[src/rtl/mant_mul_seq_if.sv]
// Operand/result handshake bundle between the mantissa operand driver and mant_mul_seq.
// Latency: none (wires only).
// Backpressure: in_valid/in_ready gate operand transfer; out_valid/out_ready gate product transfer.
// Signals: in_valid/in_ready/mul_a/mul_b (operand side), out_valid/out_ready/mul_res (result side), busy (status).
interface mant_mul_seq_if #(
  parameter int DWIDTH = 11
);
  logic                  in_valid;
  logic                  in_ready;
  logic [DWIDTH-1:0]     mul_a;
  logic [DWIDTH-1:0]     mul_b;
  logic                  out_valid;
  logic                  out_ready;
  logic [2*DWIDTH-1:0]   mul_res;
  logic                  busy;

  // Operand driver / product consumer side.
  modport master (
    output in_valid, mul_a, mul_b, out_ready,
    input  in_ready, out_valid, mul_res, busy
  );

  // Multiplier side.
  modport slave (
    input  in_valid, mul_a, mul_b, out_ready,
    output in_ready, out_valid, mul_res, busy
  );
endinterface

[src/rtl/mant_mul_seq.sv]
// Sequential unsigned mantissa multiplier, radix-2 shift-add, one multiplier bit per cycle.
// Latency: accept edge k -> out_valid from cycle k+DWIDTH; minimum transaction period DWIDTH+2.
// Backpressure: holds product with out_valid high indefinitely until out_ready; no operand accept until then.
// Ports: clk (rising edge), rst (synchronous, active-high), bus (mant_mul_seq_if.slave:
//   in_valid/in_ready/mul_a/mul_b in, out_valid/out_ready/mul_res out, busy status).
module mant_mul_seq #(
  parameter  int DWIDTH = 11,
  localparam int CWIDTH = $clog2(DWIDTH + 1)
) (
  input  logic           clk,
  input  logic           rst,
  mant_mul_seq_if.slave  bus
);

  typedef enum logic [1:0] {
    S_IDLE = 2'd0,
    S_BUSY = 2'd1,
    S_DONE = 2'd2
  } state_t;

  state_t                state_q, state_d;
  logic [CWIDTH-1:0]     cnt_q, cnt_d;
  logic [DWIDTH-1:0]     a_q, a_d;
  logic [DWIDTH-1:0]     b_q, b_d;
  logic [2*DWIDTH-1:0]   acc_q, acc_d;
  logic [2*DWIDTH-1:0]   res_q, res_d;

  logic [2*DWIDTH-1:0]   a_ext;
  logic [2*DWIDTH-1:0]   pp;
  logic [2*DWIDTH-1:0]   acc_sum;
  logic                  last_iter;

  // Partial product: multiplicand weighted by the current multiplier bit position.
  // Width is 2*DWIDTH so the running sum can never wrap, even for all-ones operands.
  assign a_ext     = {{DWIDTH{1'b0}}, a_q};
  assign pp        = b_q[0] ? (a_ext << cnt_q) : '0;
  assign acc_sum   = acc_q + pp;
  assign last_iter = (cnt_q == CWIDTH'(DWIDTH - 1));

  always_comb begin
    state_d = state_q;
    cnt_d   = cnt_q;
    a_d     = a_q;
    b_d     = b_q;
    acc_d   = acc_q;
    res_d   = res_q;
    unique case (state_q)
      S_IDLE: begin
        if (bus.in_valid) begin
          a_d     = bus.mul_a;
          b_d     = bus.mul_b;
          acc_d   = '0;
          cnt_d   = '0;
          state_d = S_BUSY;
        end
      end
      S_BUSY: begin
        acc_d = acc_sum;
        b_d   = b_q >> 1;
        cnt_d = cnt_q + CWIDTH'(1);
        // The final iteration's partial product goes straight into the result
        // register so the product is visible the cycle DONE is entered.
        if (last_iter) begin
          res_d   = acc_sum;
          state_d = S_DONE;
        end
      end
      S_DONE: begin
        if (bus.out_ready) begin
          state_d = S_IDLE;
        end
      end
      default: begin
        state_d = S_IDLE;
      end
    endcase
  end

  always_ff @(posedge clk) begin
    if (rst) begin
      state_q <= S_IDLE;
      cnt_q   <= '0;
      a_q     <= '0;
      b_q     <= '0;
      acc_q   <= '0;
      res_q   <= '0;
    end else begin
      state_q <= state_d;
      cnt_q   <= cnt_d;
      a_q     <= a_d;
      b_q     <= b_d;
      acc_q   <= acc_d;
      res_q   <= res_d;
    end
  end

  assign bus.in_ready  = (state_q == S_IDLE);
  assign bus.out_valid = (state_q == S_DONE);
  assign bus.busy      = (state_q == S_BUSY);
  assign bus.mul_res   = res_q;

  // Protocol properties.
  a_ready_valid_excl : assert property (@(posedge clk) !(bus.in_ready && bus.out_valid));
  a_res_stable       : assert property (@(posedge clk)
                         (bus.out_valid && !bus.out_ready && !rst) |=> $stable(bus.mul_res));
  a_busy_not_ready   : assert property (@(posedge clk) bus.busy |-> !bus.in_ready);

endmodule

[src/flat_wrapper.sv]
// flat-port wrapper written by rule: the top's interface ports become plain ports
module mant_mul_seq_flat 
#(
  parameter  int DWIDTH = 11,
  localparam int CWIDTH = $clog2(DWIDTH + 1)
)
  (clk, rst, bus_in_valid, bus_mul_a, bus_mul_b, bus_out_ready, bus_in_ready, bus_out_valid, bus_mul_res, bus_busy);
  mant_mul_seq_if #(.DWIDTH(DWIDTH)) bus_i ();
  input  logic clk;
  input  logic rst;
  input wire logic [$bits(bus_i.in_valid)-1:0] bus_in_valid;
  input wire logic [$bits(bus_i.mul_a)-1:0] bus_mul_a;
  input wire logic [$bits(bus_i.mul_b)-1:0] bus_mul_b;
  input wire logic [$bits(bus_i.out_ready)-1:0] bus_out_ready;
  output wire logic [$bits(bus_i.in_ready)-1:0] bus_in_ready;
  output wire logic [$bits(bus_i.out_valid)-1:0] bus_out_valid;
  output wire logic [$bits(bus_i.mul_res)-1:0] bus_mul_res;
  output wire logic [$bits(bus_i.busy)-1:0] bus_busy;
  assign bus_i.in_valid = bus_in_valid;
  assign bus_i.mul_a = bus_mul_a;
  assign bus_i.mul_b = bus_mul_b;
  assign bus_i.out_ready = bus_out_ready;
  assign bus_in_ready = bus_i.in_ready;
  assign bus_out_valid = bus_i.out_valid;
  assign bus_mul_res = bus_i.mul_res;
  assign bus_busy = bus_i.busy;
  mant_mul_seq #(.DWIDTH(DWIDTH)) u_core (.clk(clk), .rst(rst), .bus(bus_i));
endmodule
[config.mk]
export PLATFORM = sky130hd
export DESIGN_NAME = mant_mul_seq_flat
export DESIGN_NICKNAME = d
export VERILOG_FILES = /design/src/rtl/mant_mul_seq_if.sv /design/src/rtl/mant_mul_seq.sv /design/src/flat_wrapper.sv
export SDC_FILE = /design/constraint.sdc
export NUM_CORES = 1
export LEC_CHECK = 0
export ABC_CLOCK_PERIOD_IN_PS = 3800
export BUFFER_PORTS_ARGS = -buffer_cell sky130_fd_sc_hd__buf_2
export CAP_MARGIN = 25
export CORE_MARGIN = 2
export CORE_UTILIZATION = 50
export DETAILED_ROUTE_END_ITERATION = 7
export GPL_ROUTABILITY_DRIVEN = 1
export PLACE_DENSITY = 0.7
export RECOVER_POWER = 100
export SLEW_MARGIN = 20
export SYNTH_ARGS = -nofsm -noshare
export SYNTH_HDL_FRONTEND = slang
export SYNTH_SLANG_ARGS = --single-unit
[constraint.sdc]
create_clock -name clk -period 3.8 [get_ports clk]
set_input_delay 0.38 -clock clk [delete_from_list [all_inputs] [get_ports clk]]
set_output_delay 0.38 -clock clk [all_outputs]
set_load 0.01 [all_outputs]
# [Word-level counts from Yosys, hierarchy flattened]
# Cells that the tools add are included.
# Widths: inputs -> output; s select.
[word_totals] elab_cells=32 ff_bits=72 in_bits=26 memories=0 latchBits=0 mem_bits_ro=0 mem_bits_rw=0
[classes] order_cmp=0 reduce_logical=6 n_bitwise=0 n_div=0 n_eq_ne=6 addsub=2 n_mux=11 n_mul=0 shifts=1
[ops] operator="$mux 22" n=2
[ops] operator="$pmux 22 s2" n=1
[ops] operator="$add 22x22->22" n=1
[ops] operator="$pmux 11 s2" n=1
[ops] operator="$shl 11x4->22" n=1
[ops] operator="$mux 11" n=1
[ops] operator="$pmux 4 s2" n=1
[ops] operator="$mux 2" n=3
[ops] operator="$pmux 2 s3" n=1
[ops] operator="$reduce_and 2->1" n=3
[ops] operator="$add 4x1->4 const B" n=1
[ops] operator="$eq 4x4->1 const B" n=1
[ops] operator="$mux 4" n=1
[ops] operator="$ne 2x2->1 const B" n=2
[ops] operator="$reduce_and 3->1" n=1
[ops] operator="$eq 2x1->1 const B" n=1
[ops] operator="$eq 2x2->1 const B" n=1
[ops] operator="$logic_not 2->1" n=1
[ops] operator="$ne 2x1->1 const B" n=1
[ops] operator="$reduce_bool 2->1" n=1

# [Depth between registers and ports, before layout]
# Gate-level depths: netlist of run 1.
[logic_depth] depth_word=4 depth_mapped=16 depth_no_buf=13

# [Worst setup path before layout of run 1]
# No wires, ideal clock.
[synth_timing] kind="reg2reg" from="reg u_core.cnt_q[0]" to="reg u_core.acc_q[21]" arrival_time_ns=3.232 setup_ns=0.117 required_ns=3.683 slack_ns=0.451 stages_incl_launch_ff=16 cell_sequence="dfxtp_1 -> buf_6 -> clkbuf_1 -> clkbuf_1 -> nor2_1 -> a31oi_1 -> mux2i_1 -> nor2b_1 -> ha_1 -> clkbuf_1 -> a21o_1 -> a21oi_1 -> nand3_2 -> and3b_1 -> or3_1 -> a32o_1"
[synth_via] elab_chain_len=4
[synth_lines] item="start, declared" line="mant_mul_seq.sv:22" text="logic [CWIDTH-1:0] cnt_q, cnt_d;"
[synth_lines] item="start signal, assigned" line="mant_mul_seq.sv:89" text="cnt_q <= cnt_d;"
[synth_lines] item="$shl 11x4->22" line="mant_mul_seq.sv:36" text="assign pp = b_q[0] ? (a_ext << cnt_q) : '0;"
[synth_lines] item="$mux 22" line="mant_mul_seq.sv:36"
[synth_lines] item="$add 22x22->22" line="mant_mul_seq.sv:37" text="assign acc_sum = acc_q + pp;"
[synth_lines] item="$pmux 22 s2" line="mant_mul_seq.sv:47" text="unique case (state_q)"
[synth_lines] item="end signal, assigned" line="mant_mul_seq.sv:85" text="acc_q <= '0;"
[synth_lines] item="end signal, assigned" line="mant_mul_seq.sv:92" text="acc_q <= acc_d;"
[synth_lines] item="end, declared" line="mant_mul_seq.sv:25" text="logic [2*DWIDTH-1:0] acc_q, acc_d;"
# Every way passes these cells.
# A chain may end at the register's enable or synchronous reset.

# [Worst setup path after layout of run 1]
[layout_timing] from="reg u_core.cnt_q[1]" to="reg u_core.acc_q[12]"
# Same word-level chain as after synthesis.

==> results of run 1 <==
state kept, by name, indices dropped and copies added, names as in the netlist:
register,count
u_core.state_q,2
u_core.cnt_q,4
u_core.acc_q,22
u_core.b_q,11
u_core.bus.mul_res,22
u_core.a_q,11
worst max-delay path by stage:
stage	from	end	slack, ps	cells after the start
after detailed placement	u_core.cnt_q[1]	u_core.acc_q[12]	250	12
after CTS	u_core.cnt_q[1]	u_core.acc_q[12]	230	12
after global routing	u_core.cnt_q[1]	u_core.bus.mul_res[19]	10	13
after global placement	u_core.cnt_q[1]	u_core.acc_q[12]	240	12
final	u_core.cnt_q[1]	u_core.acc_q[12]	180	12
after floorplan	u_core.cnt_q[0]	u_core.acc_q[21]	450	15
cell usage after synthesis (3+ instances only):
cell,n
a311oi_1,10
a21boi_0,3
nor2b_1,7
a21o_1,9
buf_2,4
nor3_1,9
and3_1,5
nand4_1,4
and2_1,11
nand3_1,19
nor3b_1,5
o31ai_1,4
xor2_1,8
or4_1,4
nand3b_1,5
nand4b_1,4
nor4_1,4
ha_1,23
mux2i_1,12
a21oi_1,49
mux2_2,7
inv_1,7
dfxtp_1,72
nand2b_1,6
o22ai_1,3
nand2_1,93
a22o_1,11
a211o_1,4
xnor2_1,12
a211oi_1,5
clkbuf_1,36
o21ai_0,19
o21a_1,8
nor2_1,60
a31oi_1,13
buf_1,4
and4_1,3
routing by layer:
layer | up-vias | share of wire [%] | track usage [%]
met5 | - | 0 | 0
met4 | 0 | 1.8 | 8.01
met3 | 17 | 4.3 | 3.76
met2 | 118 | 49 | 45.1
met1 | 2101 | 45 | 33.9
li1 | 2191 | - | -
worst min-delay path, delay by kind of cell:
family                 cells  cell delay, ps
AOI/OAI and AO/OA          1              50
buffers and inverters      1              90
and+or+nand+nor            1              40
stage by stage:
step | util (%) | cells | setup slack, ps | hold slack, ps
2_1_floorplan | - | 589 | 451 | 427
3_3_place_gp | 56.1 | 721 | 241 | 443
3_5_place_dp | 56.1 | 721 | 246 | 447
4_1_cts | 58.9 | 737 | 233 | 245
5_1_grt | 58.5 | 737 | 11.8 | 261
6_report | 58.5 | 737 | 178 | 250
layout by cell type (no fill, tap or decap), types with 4 or more instances in the layout:
cell,Yosys,routed
nand2_1,93,93
dfxtp_1,72,72
nor2_1,60,60
a21oi_1,49,49
clkbuf_1,36,26
buf_2,4,25
ha_1,23,23
o21ai_0,19,19
nand3_1,19,19
buf_4,0,16
a31oi_1,13,13
mux2i_1,12,12
xnor2_1,12,12
a22o_1,11,11
a311oi_1,10,10
a21o_1,9,9
and2_1,11,9
nor3_1,9,9
clkbuf_8,0,9
o21a_1,8,8
xor2_1,8,8
inv_1,7,7
nor2b_1,7,7
nand2b_1,6,6
mux2_2,7,6
and3_1,5,5
a211oi_1,5,5
nor3b_1,5,5
nand3b_1,5,5
nand4_1,4,4
a211o_1,4,4
o31ai_1,4,4
nor4_1,4,4
or4_1,4,4
nand4b_1,4,4
power breakdown:
part	internal, W	switching (W)
sequential	0.000774	0.0000161
clock	0.000444	0.000334
combinational	0.0000673	0.000113
total	0.00129	0.000463
kinds of logic (layout without fill, tap and decap cells):
group / count (synthesis) / after routing
AND/OR/NAND/NOR: 244 / 244
AO/OA/AOI/OAI: 155 / 155
flip-flops: 72 / 72
buffers and inverters: 52 / 92
adder cells (fa/ha/maj): 24 / 24
multiplexers: 22 / 22
XOR/XNOR: 20 / 20
cell type report:
class | instances | area share, %
inverters | 7 | 0.510
flip-flops and latches | 72 | 28.0
repair buffers | 69 | 6.90
multi-input cells | 465 | 57.1
clock buffers | 9 | 2.41
well taps | 108 | 2.62
clock inverters | 7 | 2.43
==> results.yml, run 1 <==
run_status:
  status: "completed"
min_path:
  hold_depth: 3
  hp-start: "bus_mul_a[4]"
  holdPathEnd: "u_core.a_q[4]"
  hold_class: "input pin to flip-flop"
drt:
  wl_per_cell_um: 17.1
  wirelength_mm: 12.6
  viasPerCell: 6.01
  drt_pass1_iterations: 5
  ant_nets: 0
  dr.first_iter.drc_count: 274
  drc: 0
  vias: 4427
global_route:
  grt_usage_pct: 26.1
  grt_pass1_wl_mm: 20.9
  grt_pass1_vias: 4295
  antenna_found_initial: 0
  grt.overflow.total: 0
  grt_max_degree: 43
die:
  dieHeight_um: 99.8
  die_w_um: 99.8
  core_mm2: 0.00881
  start_util_pct: 52.1
  dieArea_mm2: 0.00996
  num_rows: 34
  io_pins: 51
power_and_ir_drop:
  p_leak_nw: 2.14
  power.density_mw_per_mm2: 340
  irDropWorstVdd_mv: 0.285
  power_w: 0.00175
clock_tree:
  post_cts.resized_instances: 0
  hold_buffers: 0
  clock-sinks: 72
  clkTransAtPathRegs_ps: 90
  root_buffer: "clkbuf_8"
  htree_levels: 3
  clockBufferDepth: 2
  cts_tree: "yes"
  clock_latency_ps: 360
  post-cts-setup-buffer-count: 0
  cts_buffers: 9
worst_setup_path:
  crit_top_cell: "o21ai_0"
  crit_arrival_ps: 3880
  worstPathMaxFanout: 14
  cp_cell_sequence: "buf_4 > mux2_2 > o21ai_0 > mux2i_1 > nor2b_1 > ha_1 > a21oi_1 > o21ai_0 > a2111oi_2 > nor2_1 > xor2_1 > a22o_1"
  reg2reg_to: "u_core.acc_q[12]"
  cp.required_ps: 4050
  r2r_start: "u_core.cnt_q[1]"
  start_kind: "flip-flop"
  reg2reg_slack_ps: 180
  slowest_delay_ps: 550
  r2r_cells: 12
  worst-path-buf-inv: 1
  cp_slowest_cell: "a2111oi_2"
  crit_type: "flip-flop to flip-flop"
  critPathTopFamily: "compound AO/OA/AOI/OAI gates"
  endpoint_kind: "flip-flop"
yosys:
  netlist_area_mm2: 0.00459
  synthFlopType: "dfxtp_1"
  avgSynthCellArea_um2: 7.79
  yosysTopAreaCellShare_pct: 31.4
  synth_top_family_by_area: "simple AND/OR/NAND/NOR gates"
  syn-instance-count: 589
  syn_nets: 639
  synth_simple_gate_area_share_pct: 25.1
  ys_types: 57
  synth_edf_count: 0
  synth_area_leader_cell: "dfxtp_1"
  synth_compound_area_share_pct: 22.5
  synth-xor-area-share_pct: 3.82
  synth_area_leaders: "dfxtp_1, nand2_1, ha_1, a21oi_1, nor2_1"
  synth_mux_area_share_pct: 5.97
  synthAdderAreaFrac_pct: 6.70
  ys.warnings.count: 0
  ys_ff_latch: 72
  async_flop_share_pct: 0
  yosysSeqAreaShare_pct: 31.4
final_layout:
  multi_input_area_mm2: 0.00294
  final_area_mm2: 0.00515
  drive_gt1_share_pct: 11.3
  diodes: 0
  final.fill_count: 844
  nets: 674
  regArea_mm2: 0.00144
  area_delta_synth_final_pct: 12.2
sta:
  fmaxAchievable_mhz: 276
  slew_headroom_pct: 10.9
  rsz0062_at_grt: "no"
  final_hold_viol_count: 0
  period_share_pct: 95.3
  fin_crit_ps: 3620
  setup_viol: 0
  skew_ps: 8.27
  slew_viol_final: 0
  setup_tns_ps: 0
  worst_pin_slew_ps: 1340
placed_design:
  gp_congestion: 1.03
  port_buffers: 50
  dp_hpwl_mm: 9.19
  placed_area_mm2: 0.00494
run:
  drv_cap: 0
(Power assumes the default switching activity.)
==> run 2: changes to the inputs <==
--- a/config.mk
+++ b/config.mk
@@ -5,6 +5,7 @@
 export SDC_FILE = /design/constraint.sdc
 export NUM_CORES = 1
 export LEC_CHECK = 0
+export ABC_AREA = 1
 export ABC_CLOCK_PERIOD_IN_PS = 3800
 export BUFFER_PORTS_ARGS = -buffer_cell sky130_fd_sc_hd__buf_2
 export CAP_MARGIN = 25
==> run 2 against run 1 <==
Effect of this change: the run now ends with max-capacitance violations, max-slew violations left; non-clock buffer count fell by 15; via count increased by 5.6%; power shrank 4.0%; final area shrank 2.6%; die area rose by 0.34%; synthesized area up 0.35%; combinational power up 13%; worst hold slack better by 8.3 ps; largest power group unchanged; highest routed layer unchanged.
==> results.yml, run 2 <==
drt:
  viasPerCell: 5.30
  dr.first_iter.drc_count: 231
  ant_nets: 0
  drt_pass1_iterations: 5
  vias: 4675
  drc: 0
  wl_per_cell_um: 14.5
  wirelength_mm: 12.8
yosys:
  syn-instance-count: 732
  netlist_area_mm2: 0.00461
  async_flop_share_pct: 0
  synth_area_leaders: "dfxtp_1, nand2_1, nor2_1, a21oi_1, ha_1"
  ys_ff_latch: 72
  synth.most_common_cell: "nand2_1"
  ys.warnings.count: 0
  synth_common_cells: "nand2_1, nor2_1, dfxtp_1"
  synth_edf_count: 0
  synthFlopType: "dfxtp_1"
  yosysSeqAreaShare_pct: 31.3
  avgSynthCellArea_um2: 6.29
  syn_nets: 782
  synth_area_leader_cell: "dfxtp_1"
  yosysTopAreaCellShare_pct: 31.3
  ys_types: 35
worst_setup_path:
  critPathTopFamily: "simple AND/OR/NAND/NOR gates"
  crit_start: "u_core.cnt_q[0]"
  crit_top_cell: "nand2_1"
  crit_type: "flip-flop to flip-flop"
  crit_arrival_ps: 3640
  start_kind: "flip-flop"
  cp.required_ps: 4060
  cp_slowest_cell: "dfxtp_1"
  slowest_delay_ps: 640
  r2r_start: "u_core.cnt_q[0]"
  endpoint_kind: "flip-flop"
  worst-path-buf-inv: 3
  cp_cell_sequence: "inv_2 > nand2_1 > nand2_1 > o21ai_1 > nor2_1 > a31oi_1 > o22ai_1 > ha_1 > a21oi_1 > inv_1 > nor2_2 > nand3_1 > or2_0 > nand2_1 > nand2_1 > o211ai_1 > inv_1"
  worstPathMaxFanout: 15
global_route:
  antenna_found_initial: 0
  grt_usage_pct: 26.4
  grt_max_degree: 45
  grt.overflow.total: 0
  grt_pass1_vias: 4281
  grt_pass1_wl_mm: 20.8
min_path:
  hp-start: "bus_mul_a[9]"
  hold_class: "input pin to flip-flop"
sta:
  setup_ws_ps: 414
  final_hold_viol_count: 0
  skew_ps: 14.0
  rsz0062_at_grt: "no"
  worst_pin_slew_ps: 1970
  slew_headroom_pct: -31.0
  fin_crit_ps: 3390
  slew_viol_final: 39
  setup_tns_ps: 0
  period_share_pct: 89.1
  fmaxAchievable_mhz: 295
  setup_viol: 0
clock_tree:
  cts_tree: "yes"
  hold_buffers: 0
  root_buffer: "clkbuf_8"
  clock-sinks: 72
  clkTransAtPathRegs_ps: 90
  htree_levels: 3
  cts_buffers: 9
  post_cts.resized_instances: 0
  clockBufferDepth: 2
  clock_latency_ps: 370
  post-cts-setup-buffer-count: 0
die:
  dieArea_mm2: 0.0100
  core_mm2: 0.00911
  num_rows: 35
  io_pins: 51
  start_util_pct: 50.6
  dieHeight_um: 100
  die_w_um: 100
placed_design:
  pre_cts_slack_ps: 498
  gp_congestion: 1.01
  dp_hpwl_mm: 9.85
  port_buffers: 50
run_status:
  violations: "max-capacitance violations, max-slew violations"
  status: "complete, but fails checks"
final_layout:
  area_delta_synth_final_pct: 8.80
  diodes: 0
  drive_gt1_share_pct: 7.65
  final_common_cell: "nand2_1"
  layout_common_cells: "nand2_1, nor2_1, dfxtp_1, inv_1, a21oi_1"
  nets: 816
power_and_ir_drop:
  p_leak_nw: 2.37
  pwr-share-seq_pct: 47.9
  p_switching_w: 0.000516
  power.share.switching_pct: 30.7
  power.density_mw_per_mm2: 335
  p_int_w: 0.00116
  p_clk_share_pct: 39.9
  pwr-share-comb_pct: 12.2
  irDropWorstVdd_mv: 0.221
run:
  drv_cap: 1
==> run 2: changes by cell type in the layout (fill, tap and decap cells not counted), sizes merged, moves of 11 or more <==
cell   before  now
nor2       60   86
mux2i      12    1
inv        10   70
o21ai      19   49
a22o       11    0
nand2      94  247
buf        41   27
nand3      20   42
==> run 2: kinds of logic after synthesis <==
logic type / after synthesis / share of synthesized area (%)
simple gates: 393 / 35.4
compound gates: 136 / 16.2
buf+inv: 97 / 8.58
flops: 72 / 31.3
fa+ha+maj: 24 / 6.68
xor+xnor: 9 / 1.71
mux: 1 / 0.217
==> run 2: cell type report <==
class | count | area [um^2]
fillers | 1006 | 4100
multi-input cells | 563 | 2730
flip-flops and latches | 72 | 1440
inverters | 66 | 248
repair buffers | 54 | 241
well taps | 111 | 139
clock buffers | 9 | 124
clock inverters | 7 | 85.1
==> run 2: worst paths after layout <==
| path | depth (start not counted) | slack [ps] | to |
|---|---|---|---|
| setup / recovery | 17 | 410 | u_core.bus.mul_res[10] |
| setup reg to reg | 17 | 410 | u_core.bus.mul_res[10] |
| hold reg to reg | 2 | 470 | u_core.b_q[10] |
| hold / removal | 3 | 260 | u_core.a_q[9] |
==> run 2: routing by layer <==
layer  vias to the layer above  track usage [%]  share of wire (%)
met1                      2114             34.5                 47
met4                         0             9.80                2.4
met2                       102             44.7                 47
met3                        23             3.27                3.9
met5                         -                0                  0
li1                       2436                -                  -
==> run 2: stage by stage <==
| stage | power (W) | cells | area (um^2) | utilization [%] | hold slack (ps) |
|---|---|---|---|---|---|
| after detailed placement | 0.00103 | 866 | 4880 | 53.6 | 454 |
| after floorplan | 0.000972 | 732 | 4610 | - | 440 |
| after CTS | 0.00170 | 882 | 5090 | 55.9 | 256 |
| final | 0.00168 | 882 | 5010 | 55.0 | 258 |
| after global placement | 0.00103 | 866 | 4880 | 53.6 | 450 |
| after global routing | 0.00176 | 882 | 5010 | 55.0 | 277 |
==> run 2: power groups by stage <==
| stage | Combinational (W) | Clock, W | Sequential [W] |
|---|---|---|---|
| final | 0.000204 | 0.000670 | 0.000805 |
| after global routing | 0.000234 | 0.000717 | 0.000808 |
| after CTS | 0.000209 | 0.000686 | 0.000804 |
| after detailed placement | 0.000208 | 0 | 0.000822 |
| after global placement | 0.000207 | 0 | 0.000821 |
| after floorplan | 0.000159 | 0 | 0.000812 |
==> run 2: tightest hold or removal path, cell delays in order <==
cell and delay [ps]:
buf_2 70, o21ai_0 70, nor2_1 70
==> run 3: changes to the inputs <==
--- a/config.mk
+++ b/config.mk
@@ -9,6 +9,7 @@
 export ABC_CLOCK_PERIOD_IN_PS = 3800
 export BUFFER_PORTS_ARGS = -buffer_cell sky130_fd_sc_hd__buf_2
 export CAP_MARGIN = 25
+export CORE_ASPECT_RATIO = 0.8
 export CORE_MARGIN = 2
 export CORE_UTILIZATION = 50
 export DETAILED_ROUTE_END_ITERATION = 7
==> run 3 against run 2 <==
Effect of this change: the run still ends with max-capacitance violations, max-slew violations left; worst setup slack worse by 150 ps; first-iteration DRC count is 69% higher; final area is 2.2% higher; register-to-register slack worse by 150 ps; sequential cell count stayed put; combinational power is 4% higher; clock skew is 5.0 ps lower; clock power is 29% higher; wire length is 0.69% lower; highest routed layer unchanged.
==> results.yml, run 3 (synthesized netlist as in run 2, its figures left out) <==
run_status:
  status: "complete, but fails checks"
  violations: "max-capacitance violations, max-slew violations"
worst_setup_path:
  worstPathMaxFanout: 15
  crit_type: "flip-flop to flip-flop"
  reg2reg_slack_ps: 260
  cp.required_ps: 4030
  crit_arrival_ps: 3770
  endpoint_kind: "flip-flop"
  start_kind: "flip-flop"
global_route:
  grt_max_degree: 46
  grt_usage_pct: 26.5
  grt.overflow.total: 0
  antenna_found_initial: 0
  grt_pass1_wl_mm: 21.4
  grt_pass1_vias: 4336
final_layout:
  layout_common_cells: "nand2_1, nor2_1, dfxtp_1, inv_1, a21oi_1"
  diodes: 0
  final_common_cell: "nand2_1"
  nets: 815
  drive_gt1_share_pct: 8.18
  final_area_mm2: 0.00512
  final.fill_count: 945
  area_delta_synth_final_pct: 11.2
sta:
  rsz0062_at_grt: "no"
  setup_tns_ps: 0
  fmaxAchievable_mhz: 283
  skew_ps: 8.93
  final_hold_viol_count: 0
  slew_headroom_pct: -41.2
  fin_crit_ps: 3540
  worst_pin_slew_ps: 2120
  setup_viol: 0
  period_share_pct: 93.1
  slew_viol_final: 46
die:
  die_w_um: 111
  num_rows: 31
  start_util_pct: 51.2
  dieHeight_um: 89.9
  io_pins: 51
  dieArea_mm2: 0.0100
  core_mm2: 0.00900
clock_tree:
  clock_latency_ps: 340
  cts_tree: "yes"
  clkTransAtPathRegs_ps: 60
  cts_buffers: 9
  hold_buffers: 0
  clockBufferDepth: 2
  root_buffer: "clkbuf_16"
  post-cts-setup-buffer-count: 0
  htree_levels: 3
  post_cts.resized_instances: 0
  clock-sinks: 72
drt:
  drt_pass1_iterations: 5
  drc: 0
  viasPerCell: 5.46
  wirelength_mm: 12.7
  vias: 4832
  ant_nets: 0
  wl_per_cell_um: 14.4
  dr.first_iter.drc_count: 391
placed_design:
  placed_area_mm2: 0.00488
  gp_congestion: 0.944
  port_buffers: 50
  dp_hpwl_mm: 9.64
power_and_ir_drop:
  p_leak_nw: 2.42
  p_clk_share_pct: 46.0
  power.share.switching_pct: 27.7
  power.density_mw_per_mm2: 368
  pwr-share-comb_pct: 11.3
  irDropWorstVdd_mv: 0.364
  pwr-share-seq_pct: 42.8
  p_int_w: 0.00136
  p_switching_w: 0.000521
min_path:
  hold_class: "input pin to flip-flop"
run:
  drv_cap: 1
-- run 3: final cells by class --
| type | instances | area [um^2] | area share, % |
|---|---|---|---|
| clock inverter | 7 | 77.6 | 1.51 |
| tap | 115 | 144 | 2.81 |
| sequential | 72 | 1440 | 28.1 |
| timing repair buffer | 53 | 239 | 4.67 |
| multi-input combinational | 563 | 2750 | 53.6 |
| inverter | 66 | 248 | 4.84 |
| clock buffer | 9 | 225 | 4.40 |
-- run 3: power groups by stage --
stage               registers (W)  clock network (W)  logic (W)
floorplan                0.000812                  0   0.000159
global placement         0.000821                  0   0.000204
detailed placement       0.000822                  0   0.000209
CTS                      0.000805           0.000884   0.000210
global route             0.000809           0.000920   0.000238
finish                   0.000806           0.000865   0.000212
-- run 3: path summary, 6_finish.rpt --
check                        start                endpoint  depth (start not counted)
max                u_core.cnt_q[0]  u_core.bus.mul_res[10]                         17
min                   bus_mul_a[2]           u_core.a_q[2]                          3
max reg2reg        u_core.cnt_q[0]  u_core.bus.mul_res[10]                         17
min reg2reg  u_core.bus.mul_res[3]   u_core.bus.mul_res[3]                          2
-- run 3: worst max-delay path, stage by stage, from the launching register on --
cell and delay (ps):
dfxtp_1 630, inv_2 210, nand2_1 110, nand2_1 80
o21ai_1 180, nor2_1 80, a31oi_1 350, o22ai_1 150
ha_1 360, a21oi_1 210, inv_1 60, nor2_1 180
nand3_1 200, or2_0 280, nand2_1 100, nand2_1 50
o211ai_1 120, inv_1 60
-- run 3: metal layers --
layer  up-vias  track usage [%]  wire (um)
met3        15             7.08        858
met4         0             6.89        179
met1      2239             39.7       6520
li1       2436                -          -
met5         -                0          0
met2       142             37.4       5170
-- run 3: metrics by stage --
step	worst slack [ps]	instances	hold WS (ps)	power, W	utilization [%]
floorplan	1360	732	440	0.000972	-
global route	40.0	885	295	0.00197	56.9
detailed placement	492	869	456	0.00103	54.2
global placement	562	869	446	0.00103	54.2
finish	263	885	286	0.00188	56.9
CTS	475	885	283	0.00190	57.6
